### src/rtl/acc_pkg.sv
// Shared types for the banked accumulator: op codes, per-bank flag struct and widths.
package acc_pkg;

    localparam int ACC_OP_W = 3;

    typedef enum logic [ACC_OP_W-1:0] {
        ACC_NOP   = 3'd0,
        ACC_LOAD  = 3'd1,
        ACC_ADD   = 3'd2,
        ACC_SUB   = 3'd3,
        ACC_CLEAR = 3'd4,
        ACC_AND   = 3'd5,
        ACC_OR    = 3'd6,
        ACC_XOR   = 3'd7
    } acc_op_t;

    typedef struct packed {
        logic z;
        logic n;
        logic c;
        logic v;
    } acc_flags_t;

    localparam acc_flags_t ACC_FLAGS_RESET = '{z: 1'b1, default: 1'b0};

endpackage

### src/rtl/acc_alu.sv
// Combinational accumulator ALU: computes the next value and flags for one bank.
// Optional clamping of ADD/SUB on signed overflow via BANKED_ACC_SATURATE_EN.
module acc_alu
    import acc_pkg::*;
#(
    parameter int DATA_LENGTH = 16
) (
    input  logic [DATA_LENGTH-1:0] acc,
    input  logic [DATA_LENGTH-1:0] in_value,
    input  logic [ACC_OP_W-1:0]    op,
    input  logic                   v_old,
    output logic [DATA_LENGTH-1:0] value,
    output logic [3:0]             flags
);

    localparam int MSB = DATA_LENGTH - 1;

`ifdef BANKED_ACC_SATURATE_EN
    localparam bit SAT_EN = 1'b1;
`else
    localparam bit SAT_EN = 1'b0;
`endif

    acc_op_t              op_e;
    logic [DATA_LENGTH:0] sum_w;
    logic [DATA_LENGTH:0] diff_w;
    logic                 add_ovf;
    logic                 sub_ovf;
    logic [MSB:0]         sat_w;
    logic [MSB:0]         result;
    logic                 carry;
    logic                 ovf;
    acc_flags_t           new_flags;

    always_comb begin
        op_e    = acc_op_t'(op);
        sum_w   = {1'b0, acc} + {1'b0, in_value};
        diff_w  = {1'b0, acc} - {1'b0, in_value};
        add_ovf = (acc[MSB] == in_value[MSB]) && (sum_w[MSB] != acc[MSB]);
        sub_ovf = (acc[MSB] != in_value[MSB]) && (diff_w[MSB] != acc[MSB]);
        // Overflow direction always follows the sign of the old accumulator.
        sat_w   = acc[MSB] ? {1'b1, {MSB{1'b0}}} : {1'b0, {MSB{1'b1}}};

        result = acc;
        carry  = 1'b0;
        ovf    = v_old;

        case (op_e)
            ACC_NOP:   result = acc;
            ACC_LOAD:  result = in_value;
            ACC_ADD: begin
                result = (SAT_EN && add_ovf) ? sat_w : sum_w[MSB:0];
                carry  = sum_w[DATA_LENGTH];
                ovf    = v_old | add_ovf;
            end
            ACC_SUB: begin
                result = (SAT_EN && sub_ovf) ? sat_w : diff_w[MSB:0];
                carry  = diff_w[DATA_LENGTH];
                ovf    = v_old | sub_ovf;
            end
            ACC_CLEAR: begin
                result = '0;
                ovf    = 1'b0;
            end
            ACC_AND:   result = acc & in_value;
            ACC_OR:    result = acc | in_value;
            ACC_XOR:   result = acc ^ in_value;
            default:   result = acc;
        endcase

        new_flags.z = (result == '0);
        new_flags.n = result[MSB];
        new_flags.c = carry;
        new_flags.v = ovf;
    end

    assign value = result;
    assign flags = new_flags;

endmodule

### src/rtl/banked_accumulator.sv
// BANKS independent accumulators sharing one ALU; one bank is read and written per cycle.
// Saturating ADD/SUB selected by defining BANKED_ACC_SATURATE_EN.
module banked_accumulator
    import acc_pkg::*;
#(
    parameter int DATA_LENGTH = 16,
    parameter int BANKS       = 4,
    parameter int BANK_SEL_W  = (BANKS > 1) ? $clog2(BANKS) : 1
) (
    input  logic                   clk,
    input  logic                   reset,
    input  logic                   enable,
    input  logic [ACC_OP_W-1:0]    op,
    input  logic [BANK_SEL_W-1:0]  bank,
    input  logic [DATA_LENGTH-1:0] inValue,
    output logic [DATA_LENGTH-1:0] outValue,
    output logic                   zero,
    output logic                   negative,
    output logic                   carry,
    output logic                   overflow,
    output logic                   done
);

    logic [DATA_LENGTH-1:0] value_q [BANKS];
    logic [DATA_LENGTH-1:0] value_d [BANKS];
    acc_flags_t             flags_q [BANKS];
    acc_flags_t             flags_d [BANKS];
    logic                   done_q;
    logic                   done_d;

    logic [BANKS-1:0]       bank_hit;
    logic [DATA_LENGTH-1:0] sel_value;
    acc_flags_t             sel_flags;
    logic [DATA_LENGTH-1:0] alu_value;
    logic [3:0]             alu_flags;
    logic                   exec;

    // An out-of-range select matches no bank: reads return zero and writes drop.
    always_comb begin
        sel_value = '0;
        sel_flags = '0;
        for (int unsigned i = 0; i < BANKS; i++) begin
            bank_hit[i] = (bank == BANK_SEL_W'(i));
            if (bank_hit[i]) begin
                sel_value = value_q[i];
                sel_flags = flags_q[i];
            end
        end
    end

    assign exec = enable && (acc_op_t'(op) != ACC_NOP);

    acc_alu #(
        .DATA_LENGTH(DATA_LENGTH)
    ) u_alu (
        .acc      (sel_value),
        .in_value (inValue),
        .op       (op),
        .v_old    (sel_flags.v),
        .value    (alu_value),
        .flags    (alu_flags)
    );

    always_comb begin
        value_d = value_q;
        flags_d = flags_q;
        for (int unsigned i = 0; i < BANKS; i++) begin
            if (exec && bank_hit[i]) begin
                value_d[i] = alu_value;
                flags_d[i] = acc_flags_t'(alu_flags);
            end
        end
        done_d = exec;
    end

    always_ff @(posedge clk or negedge reset) begin
        if (!reset) begin
            for (int unsigned i = 0; i < BANKS; i++) begin
                value_q[i] <= '0;
                flags_q[i] <= ACC_FLAGS_RESET;
            end
            done_q <= 1'b0;
        end else begin
            value_q <= value_d;
            flags_q <= flags_d;
            done_q  <= done_d;
        end
    end

    assign outValue = sel_value;
    assign zero     = sel_flags.z;
    assign negative = sel_flags.n;
    assign carry    = sel_flags.c;
    assign overflow = sel_flags.v;
    assign done     = done_q;

endmodule

### config.mk
export PLATFORM = sky130hd
export DESIGN_NAME = banked_accumulator
export DESIGN_NICKNAME = d
export VERILOG_FILES = /design/src/rtl/acc_pkg.sv /design/src/rtl/acc_alu.sv /design/src/rtl/banked_accumulator.sv
export SDC_FILE = /design/constraint.sdc
export NUM_CORES = 1
export LEC_CHECK = 0
export CAP_MARGIN = 25
export CORE_ASPECT_RATIO = 2
export CORE_UTILIZATION = 60
export CTS_BUF_LIST = sky130_fd_sc_hd__clkbuf_8
export CTS_CLUSTER_DIAMETER = 150
export DETAILED_ROUTE_END_ITERATION = 8
export GPL_TIMING_DRIVEN = 0
export PLACE_DENSITY = 0.81
export SLEW_MARGIN = 20
export SYNTH_ARGS = -nofsm -noshare
export SYNTH_HDL_FRONTEND = slang
export SYNTH_SLANG_ARGS = --single-unit
### constraint.sdc
create_clock -name clk -period 4.95 [get_ports clk]
set_input_delay 0.99 -clock clk [delete_from_list [all_inputs] [get_ports clk]]
set_output_delay 0.99 -clock clk [all_outputs]
set_load 0.02 [all_outputs]
### Yosys cells after proc, flatten, opt, wreduce, memory -nomap -nowiden

Cells that the tools add are included.

* word-level logic and storage cells: 64
* register bits: 81
* bits of input ports: 24
* output and inout bits: 21

* eq/ne operators: 14
* bitwise operators: 5
* multiplexer cells: 11
* add/sub/neg operators: 2
* reductions and logical operators: 11

Operators by type and width (number)
* 16-bit case mux with 8 select lines: 1
* 16-bit 2-to-1 mux: 4
* 16-bit by 16-bit adder with 17-bit output: 1
* 16-bit by 16-bit subtractor with 17-bit output: 1
* 16-bit AND: 1
* 16-bit logical NOT: 1
* 4-bit 2-to-1 mux: 4
* 16-bit bitwise OR: 1
* 16-bit bitwise XOR: 1
* 3-bit == test, second input constant: 4
* 1-bit logical AND: 7
* 3-bit by 2-bit == test with 1-bit output, second input constant: 2
* 2-bit == test, second input constant: 2
* 3-bit by 1-bit == test with 1-bit output, second input constant: 1
* 3-bit logical NOT: 1
* 1-bit != test: 3
* 1-bit case mux with 3 select lines: 1
* 3-bit nonzero test: 1
* 2-bit by 1-bit == test with 1-bit output, second input constant: 1
* 2-bit logical NOT: 1
* 1-bit bitwise OR: 2
* 1-bit case mux with 2 select lines: 1
* 1-bit == test: 1

### Longest topological paths before layout

Gate-level depths: netlist of the first run.

* word-level depth: 10
* gate-level depth with buffers: 16
* gate-level depth less buffers: 14

### By module

From an unflattened synthesis of the first run, not the netlist that was laid out.

* cell total of the unflattened synthesis: 666
* area total of the unflattened synthesis: 6677.7 um^2

Modules (own cells, without submodules)
* banked_accumulator: instances 1, cells an instance 200, area an instance 3599.7 um^2
* acc_alu: instances 1, cells an instance 466, area an instance 3078.0 um^2

### Worst setup path after synthesis of the first run

OpenSTA, ideal clock, no wires.

* kind: input port to flip-flop
* start point: input bank[1]
* end point: register flags_q[3] (netlist bit)
* slack: 0.396 ns
* data required time: 4.845 ns
* arrival: 4.449 ns
* library setup time: 0.105 ns
* stages on the path: 14
* path through: buf_2 -> mux4_2 -> inv_1 -> ha_1 -> fa_1 -> nand2b_2 -> a2111oi_1 -> o311a_1 -> o22ai_1 -> o21ai_0 -> xor2_1 -> a22o_1 -> or2_1 -> o41ai_1

* longest elaborated chain between the ends: 8

RTL lines
* start, declared: line banked_accumulator.sv:14 `input logic [BANK_SEL_W-1:0] bank,`
* 2-bit logical NOT: line banked_accumulator.sv:43 `bank_hit[i] = (bank == BANK_SEL_W'(i));`
* 16-bit 2-to-1 mux (3 in a row): line banked_accumulator.sv:44 `if (bank_hit[i]) begin`
* 16-bit 2-to-1 mux *: line banked_accumulator.sv:44
* via outValue[0]: line banked_accumulator.sv:16 `output logic [DATA_LENGTH-1:0] outValue,`
* 16-bit by 16-bit subtractor with 17-bit output (tied with other cells): line acc_alu.sv:38 `diff_w = {1'b0, acc} - {1'b0, in_value};`
* 16-bit case mux with 8 select lines *: line acc_alu.sv:48 `case (op_e)`
* 16-bit logical NOT *: line acc_alu.sv:71 `new_flags.z = (result == '0);`
* end signal, assigned: line banked_accumulator.sv:85 `flags_q <= flags_d;`
* end, declared: line banked_accumulator.sv:26 `acc_flags_t flags_q [BANKS];`

The timed path passes the listed nets; every way through them passes the cells marked *.
A chain may end at the register's enable or synchronous reset.

### Worst setup path in the final report of the first run

* start point: input bank[0]
* end point: register flags_q[11] (netlist bit)

* longest elaborated chain between the ends: 8

RTL lines (line)
* 2-bit logical NOT: banked_accumulator.sv:43
* 16-bit 2-to-1 mux (4 in a row): banked_accumulator.sv:44
* 16-bit by 16-bit subtractor with 17-bit output (tied with other cells): acc_alu.sv:38
* 16-bit case mux with 8 select lines: acc_alu.sv:48
* 16-bit logical NOT: acc_alu.sv:71

Parallel ways exist; a longest one is shown, timed or not.

==> run_results.csv, run 1 <==
group,metric,value,unit
clock_network,holdBufCountCts,0,
critical_path,endpoint,"flags_q[11]$_DFFE_PN1P_",
critical_path,end_kind,"flop",
timing,finalCritPeriodShare,0.961,
yosys,ys.flop_type,"dfrtp_1",
clock_network,cts_buffer_depth,2,
timing,max_freq,210,MHz
yosys,synth.area.top_cells,"dfrtp_1 (28%), ha_1 (9.8%), mux4_2 (6.1%)",
timing,tightest_slew,1060,ps
yosys,synth_top_area_cell,"dfrtp_1",
layout,n_antenna_cell,0,
power_and_ir_drop,peakVddDrop,0.000390,V
timing,fin_crit,4760,ps
die,die_h,151,um
detailed_routing,ant_nets,0,
clock_network,cts_buffers,9,
power_and_ir_drop,total_leakage_power,3.30,nW
yosys,ys_ff_latch,77,
critical_path,reg2reg_depth,13,
min_path,hold_class,"in2async",
clock_network,clkSinkCount,77,
layout,area_growth,14.1,%
detailed_routing,avgViaCountPerCell,6.82,
yosys,synth_warnings,0,
timing,hold_viol_final,0,
clock_network,clk_pin_slew,70,ps
detailed_routing,drt-total-wl,22800,um
global_routing,grt_overflow,0,
place,preCtsSetupSlack,-490,ps
die,fp-row-count,53,
critical_path,cp_top_family,"compound AO/OA/AOI/OAI gates",
place,port_buffers,42,
critical_path,r2r-end,"flags_q[15]$_DFFE_PN1P_",
yosys,synthesis.area,6620,sq um
critical_path,critPathRequiredTime,5190,ps
detailed_routing,drcViolationCount,0,
layout,final_nets,878,
status,status,"finished clean",
detailed_routing,drtIter0Drc,606,
critical_path,crit_path_start,"bank[0]",
die,initial_core_util,0.624,
global_routing,grt_pass1_wl,34400,um
global_routing,grt_antenna_before_repair,0,
die,die_area,11500,sq um
critical_path,crit_path_cell_trace,"buf_6 > buf_4 > mux4_2 > ha_1 > clkbuf_1 > inv_1 > o311ai_0 > a31oi_2 > o21ai_1 > o21ba_2 > mux2i_1 > a22o_1 > or2_1 > o41ai_2",
critical_path,crit_path_top_delay_cell,"mux4_2",
timing,drv_slew,0,
detailed_routing,drtPass1Iterations,7,
place,gp_congestion,0.985,
critical_path,crit_cells,14,
yosys,synth_cells,743,
global_routing,grt_max_degree,65,
timing,timing.final.ws_setup,191,ps
layout,utilization,0.712,
yosys,synth_edf_count,0,
place,dp_hpwl,17000,um
global_routing,grt_pass1_vias,6408,
detailed_routing,routedWlPerCell,24.2,um
die,die_w,76.3,um
power_and_ir_drop,power_density,509,nW/um^2
run,maxCapViolCount,0,
yosys,synth_cell_types,83,
critical_path,path_max_fanout,10,
critical_path,rrSetupSlack,770,ps
yosys,async_reset_ff_frac,1.00,
layout,drive_gt1_frac,0.159,
timing,final.setup_skew,6.36,ps
timing,setup_viol,0,
timing,setup_tns,0,ps
die,core,10600,sq um
critical_path,critical_path_class,"in2reg",
layout,mostFrequentLayoutCells,"nand2_1 (81), nor2_1 (74), dfrtp_1 (73), a21oi_1 (64), ha_1 (52)",
yosys,synth.net_count,821,
critical_path,cp.arrival,5000,ps
critical_path,r2r_start,"value_q[0]$_DFFE_PN0P_",
clock_network,cts_tree,"done",
yosys,ys_seq_area_frac,0.292,
layout,final_common_cell,"nand2_1",
clock_network,htreeDepth,3,
global_routing,grt_use_total,0.402,
timing,whs,470,ps
critical_path,startpoint_type,"input pin",
clock_network,cts-root-buf,"clkbuf_8",
timing,rsz0062_at_grt,"false",
die,io_pins,45,
yosys,netlist.area_leader.share,0.276,
timing,slew_headroom,0.288,
power_and_ir_drop,finalPower,3.85,mW
clock_network,clk_latency,360,ps
critical_path,worstPathBufferInverterCount,4,
yosys,avgSynthCellArea,8.92,sq um
detailed_routing,via_count,6420,
critical_path,max_stage_delay,630,ps
## cells in the mapped netlist (8+ instances only)
| cell | instances |
|---|---|
| a21o_1 | 8 |
| a21oi_1 | 64 |
| a22oi_1 | 8 |
| buf_2 | 9 |
| buf_6 | 8 |
| clkbuf_1 | 20 |
| dfrtp_1 | 73 |
| ha_1 | 52 |
| inv_1 | 45 |
| mux2_2 | 33 |
| mux2i_1 | 13 |
| mux4_2 | 18 |
| nand2_1 | 81 |
| nand2b_1 | 11 |
| nor2_1 | 74 |
| nor2b_1 | 11 |
| nor3_1 | 11 |
| o21ai_0 | 31 |
| xnor2_1 | 11 |
## where the power goes
group	leakage, nW	internal [mW]	switching (mW)
sequential	0.914	0.856	0.131
clock	0.120	0.328	0.221
combinational	2.27	0.954	1.36
total	3.30	2.14	1.71
## through the flow
step	instance area, sq um	cells
floorplan	6620	743
CTS	7490	938
finish	7560	941
global placement	7220	922
detailed placement	7240	923
global route	7560	941
## routing by layer
metal	track usage	share of wire	wire length, um
met5	0	0	0
met1	0.401	0.33	7560
met4	0.348	0.084	1910
met3	0.0582	0.061	1400
met2	0.723	0.52	11900
## worst min-delay path by stage
stage	to	slack (ps)	start	cells past startpoint
floorplan	value_q[13]$_DFFE_PN0P_	440	value_q[13]$_DFFE_PN0P_	2
global placement	value_q[3]$_DFFE_PN0P_	450	value_q[3]$_DFFE_PN0P_	2
detailed placement	value_q[3]$_DFFE_PN0P_	460	value_q[3]$_DFFE_PN0P_	2
CTS	value_q[26]$_DFFE_PN0P_	470	reset	1
global route	value_q[42]$_DFFE_PN0P_	480	reset	1
finish	value_q[26]$_DFFE_PN0P_	470	reset	1
## state kept, by name, indices dropped and copies added (netlist names)
signal,count
value_q,64
flags_q,12
done,1
## layout make-up
cell class,instances,area (sq um)
multi-input cells,574,4320
fillers,816,3050
flip-flops and latches,77,1930
repair buffers,46,468
plain buffers,44,262
inverters,48,180
well taps,137,171
clock buffers,9,124
clock inverters,6,104
## worst reg2reg max path: cells and delay by family (launching register included)
kind,cells,cell delay [ps]
DFF,1,390
muxes,1,520
AOI/OAI and AO/OA,3,1140
and+or+nand+nor,5,950
adders and majority gates,2,700
xor gates and xnor gates,1,190
buffers and inverters,1,180
## what timing repair did
| item | CTS | global route |
|---|---|---|
| buffers inserted | 0 | 3 |
| endpoints found under the setup margin | 4 | 4 |
| gates resized for setup | 3 | 8 |
| pin swaps | 0 | 2 |
## cell families after synthesis
family          after synthesis  share of synthesized area
simple gates                234                      0.166
compound gates              208                      0.216
mux                          65                      0.139
flops                        77                      0.292
xor+xnor                     13                     0.0172
fa+ha+maj                    54                      0.104
buf+inv                      92                     0.0663
Power figures use the tool's default switching activity.
==> run 2, diff against run 1 <==
==> constraint.sdc (replaced) <==
create_clock -name clk -period 4.95 [get_ports clk]
set_input_delay 0.99 -clock clk [delete_from_list [all_inputs] [get_ports clk]]
set_output_delay 0.99 -clock clk [all_outputs]
set_load 0.05 [all_outputs]
==> results of run 2 <==
Same layout as run 1 (identical final DEF). Status: finished clean.
Main changes from that run: total power 3.85 mW -> 4.00 mW; worst IR drop on VDD 0.000390 V -> 0.000391 V
==> run 3, diff against run 2 <==
--- a/config.mk
+++ b/config.mk
@@ -8,7 +8,7 @@
 export CAP_MARGIN = 25
 export CORE_ASPECT_RATIO = 2
 export CORE_UTILIZATION = 60
-export CTS_BUF_LIST = sky130_fd_sc_hd__clkbuf_8
+export CTS_BUF_LIST = sky130_fd_sc_hd__clkbuf_16
 export CTS_CLUSTER_DIAMETER = 150
 export DETAILED_ROUTE_END_ITERATION = 8
 export GPL_TIMING_DRIVEN = 0
==> run 3 against run 2 <==
Critical path depth unchanged; largest power group unchanged; final area grew 1.6%; critical path type unchanged; count of clock-buffer cells in the layout unchanged; clock skew rose by 1.6 ps.
==> run_results.csv, run 3 (synthesis gave the netlist of run 1 again) <==
group,metric,value,unit
status,status,"finished clean",
layout,n_antenna_cell,0,
clock_network,cts_tree,"done",
critical_path,end_kind,"flop",
die,die_h,151,um
layout,top_register,"value_q",
timing,final.setup_skew,7.97,ps
layout,mostFrequentLayoutCells,"nand2_1 (81), nor2_1 (74), dfrtp_1 (73), a21oi_1 (64), ha_1 (52)",
global_routing,grt_max_degree,65,
timing,finalCritPeriodShare,0.975,
layout,area_growth,15.9,%
power_and_ir_drop,clock_power_share,0.173,
global_routing,grt_use_total,0.407,
place,port_buffers,42,
die,fp-row-count,53,
clock_network,htreeDepth,3,
power_and_ir_drop,intPower,2.29,mW
layout,drive_gt1_frac,0.160,
place,gp_congestion,0.985,
clock_network,holdBufCountCts,0,
critical_path,crit_path_top_delay_cell,"mux4_2",
critical_path,worstPathBufferInverterCount,2,
timing,setup_viol,0,
critical_path,cp_top_family,"compound AO/OA/AOI/OAI gates",
clock_network,clkSinkCount,77,
timing,slew_headroom,0.323,
layout,final_common_cell,"nand2_1",
detailed_routing,ant_nets,0,
power_and_ir_drop,total_leakage_power,3.35,nW
detailed_routing,drtPass1Iterations,8,
timing,rsz0062_at_grt,"false",
power_and_ir_drop,peakVddDrop,0.000483,V
die,die_w,76.3,um
detailed_routing,via_count,6526,
clock_network,cts_buffer_depth,2,
power_and_ir_drop,power_density,553,nW/um^2
critical_path,crit_path_cell_trace,"buf_2 > mux4_2 > ha_1 > fa_1 > nor2b_1 > o2111ai_2 > nand2_1 > xnor2_1 > a221oi_4 > nor3b_1 > and4b_1 > nand4b_1 > buf_4 > o41ai_2",
die,core,10600,sq um
critical_path,path_max_fanout,9,
detailed_routing,routedWlPerCell,25.5,um
min_path,hold_class,"reg2reg",
timing,tightest_slew,1010,ps
power_and_ir_drop,p_sw_frac,0.461,
critical_path,max_stage_delay,590,ps
clock_network,clk_pin_slew,60,ps
clock_network,clk_latency,340,ps
critical_path,cp.arrival,5060,ps
detailed_routing,avgViaCountPerCell,6.95,
die,initial_core_util,0.624,
timing,drv_slew,0,
detailed_routing,drtIter0Drc,597,
run,maxCapViolCount,0,
power_and_ir_drop,finalPower,4.24,mW
power_and_ir_drop,seqPwrFrac,0.239,
critical_path,critPathRequiredTime,5180,ps
global_routing,grt_antenna_before_repair,0,
clock_network,cts-root-buf,"clkbuf_16",
detailed_routing,drt-total-wl,23900,um
die,die_area,11500,sq um
clock_network,cts_buffers,9,
place,preCtsSetupSlack,-490,ps
power_and_ir_drop,power_frac_comb,0.588,
timing,hold_viol_final,0,
critical_path,critical_path_class,"in2reg",
timing,timing.final.ws_setup,125,ps
layout,fin_cells,939,
layout,largest_reg_flops,64,
die,io_pins,45,
timing,max_freq,207,MHz
place,dp_hpwl,17000,um
power_and_ir_drop,p_switching,1.95,mW
global_routing,grt_pass1_wl,35000,um
global_routing,grt_overflow,0,
layout,final_nets,876,
place,dp_cells,923,
timing,fin_crit,4830,ps
detailed_routing,drcViolationCount,0,
global_routing,grt_pass1_vias,6641,
critical_path,startpoint_type,"input pin",
run 3: cell count changes in the layout (fill, tap and decap cells not counted), moves of 2 or more:
cell,previous run,this run
clkbuf_16,0,9
clkbuf_8,9,0
buf_4,10,7
o41ai_1,2,0
o41ai_2,2,4
run 3: through the flow:
| stage | util | hold WS, ps | setup TNS, ps | area (sq um) |
|---|---|---|---|---|
| 5_1_grt | 0.723 | 500 | 0 | 7670 |
| 3_3_place_gp | 0.680 | 454 | -1510 | 7220 |
| 6_report | 0.723 | 482 | 0 | 7670 |
| 2_1_floorplan | - | 441 | 0 | 6620 |
| 3_5_place_dp | 0.682 | 464 | -1910 | 7240 |
| 4_1_cts | 0.715 | 480 | 0 | 7590 |
run 3: final timing paths:
path,from,end,slack (ps),cells after the start
worst max-delay path,bank[1],flags_q[7]$_DFFE_PN1P_,120,14
worst min-delay path,value_q[15]$_DFFE_PN0P_,value_q[15]$_DFFE_PN0P_,480,2
worst max register to register,value_q[32]$_DFFE_PN0P_,flags_q[7]$_DFFE_PN1P_,720,13
worst min register to register,value_q[15]$_DFFE_PN0P_,value_q[15]$_DFFE_PN0P_,480,2
max in group asynchronous,reset,flags_q[7]$_DFFE_PN1P_,3870,2
min in group asynchronous,reset,value_q[9]$_DFFE_PN0P_,490,1
run 3: worst reg2reg max path, cell delays in order, from the launching register on:
cell and delay (ps):
dfrtp_1 390, mux4_2 510, ha_1 270, fa_1 430
nor2b_1 170, o2111ai_2 300, nand2_1 140, xnor2_1 180
a221oi_4 450, nor3b_1 310, and4b_1 320, nand4b_1 120
buf_4 180, o41ai_2 360
run 3: power by group through the flow:
stage	registers (mW)	clock network [mW]	logic, mW
5_1_grt	1.02	0.754	2.64
2_1_floorplan	0.940	0	1.74
4_1_cts	0.988	0.730	2.38
6_report	1.01	0.736	2.49
3_3_place_gp	0.954	0	2.27
3_5_place_dp	0.987	0	2.35
run 3: per-layer routing:
metal,global-route usage,up-vias,wire (um)
met5,0,-,0
met4,0.374,0,2410
met3,0.0618,185,1430
met2,0.731,405,12200
met1,0.396,3150,7850
li1,-,2786,-
run 3: cell type report:
class / count / area [sq um]
fill: 777 / 2940
tap: 137 / 171
clock buffer: 9 / 225
sequential: 77 / 1930
clock inverter: 6 / 104
buffer: 44 / 265
multi-input combinational: 574 / 4340
inverter: 48 / 180
timing repair buffer: 44 / 453
run 3: timing repair:
item,4_1_cts,5_1_grt
pin swaps,0,0
setup endpoints to repair,4,4
buffers inserted,0,1
gates resized for setup,2,12
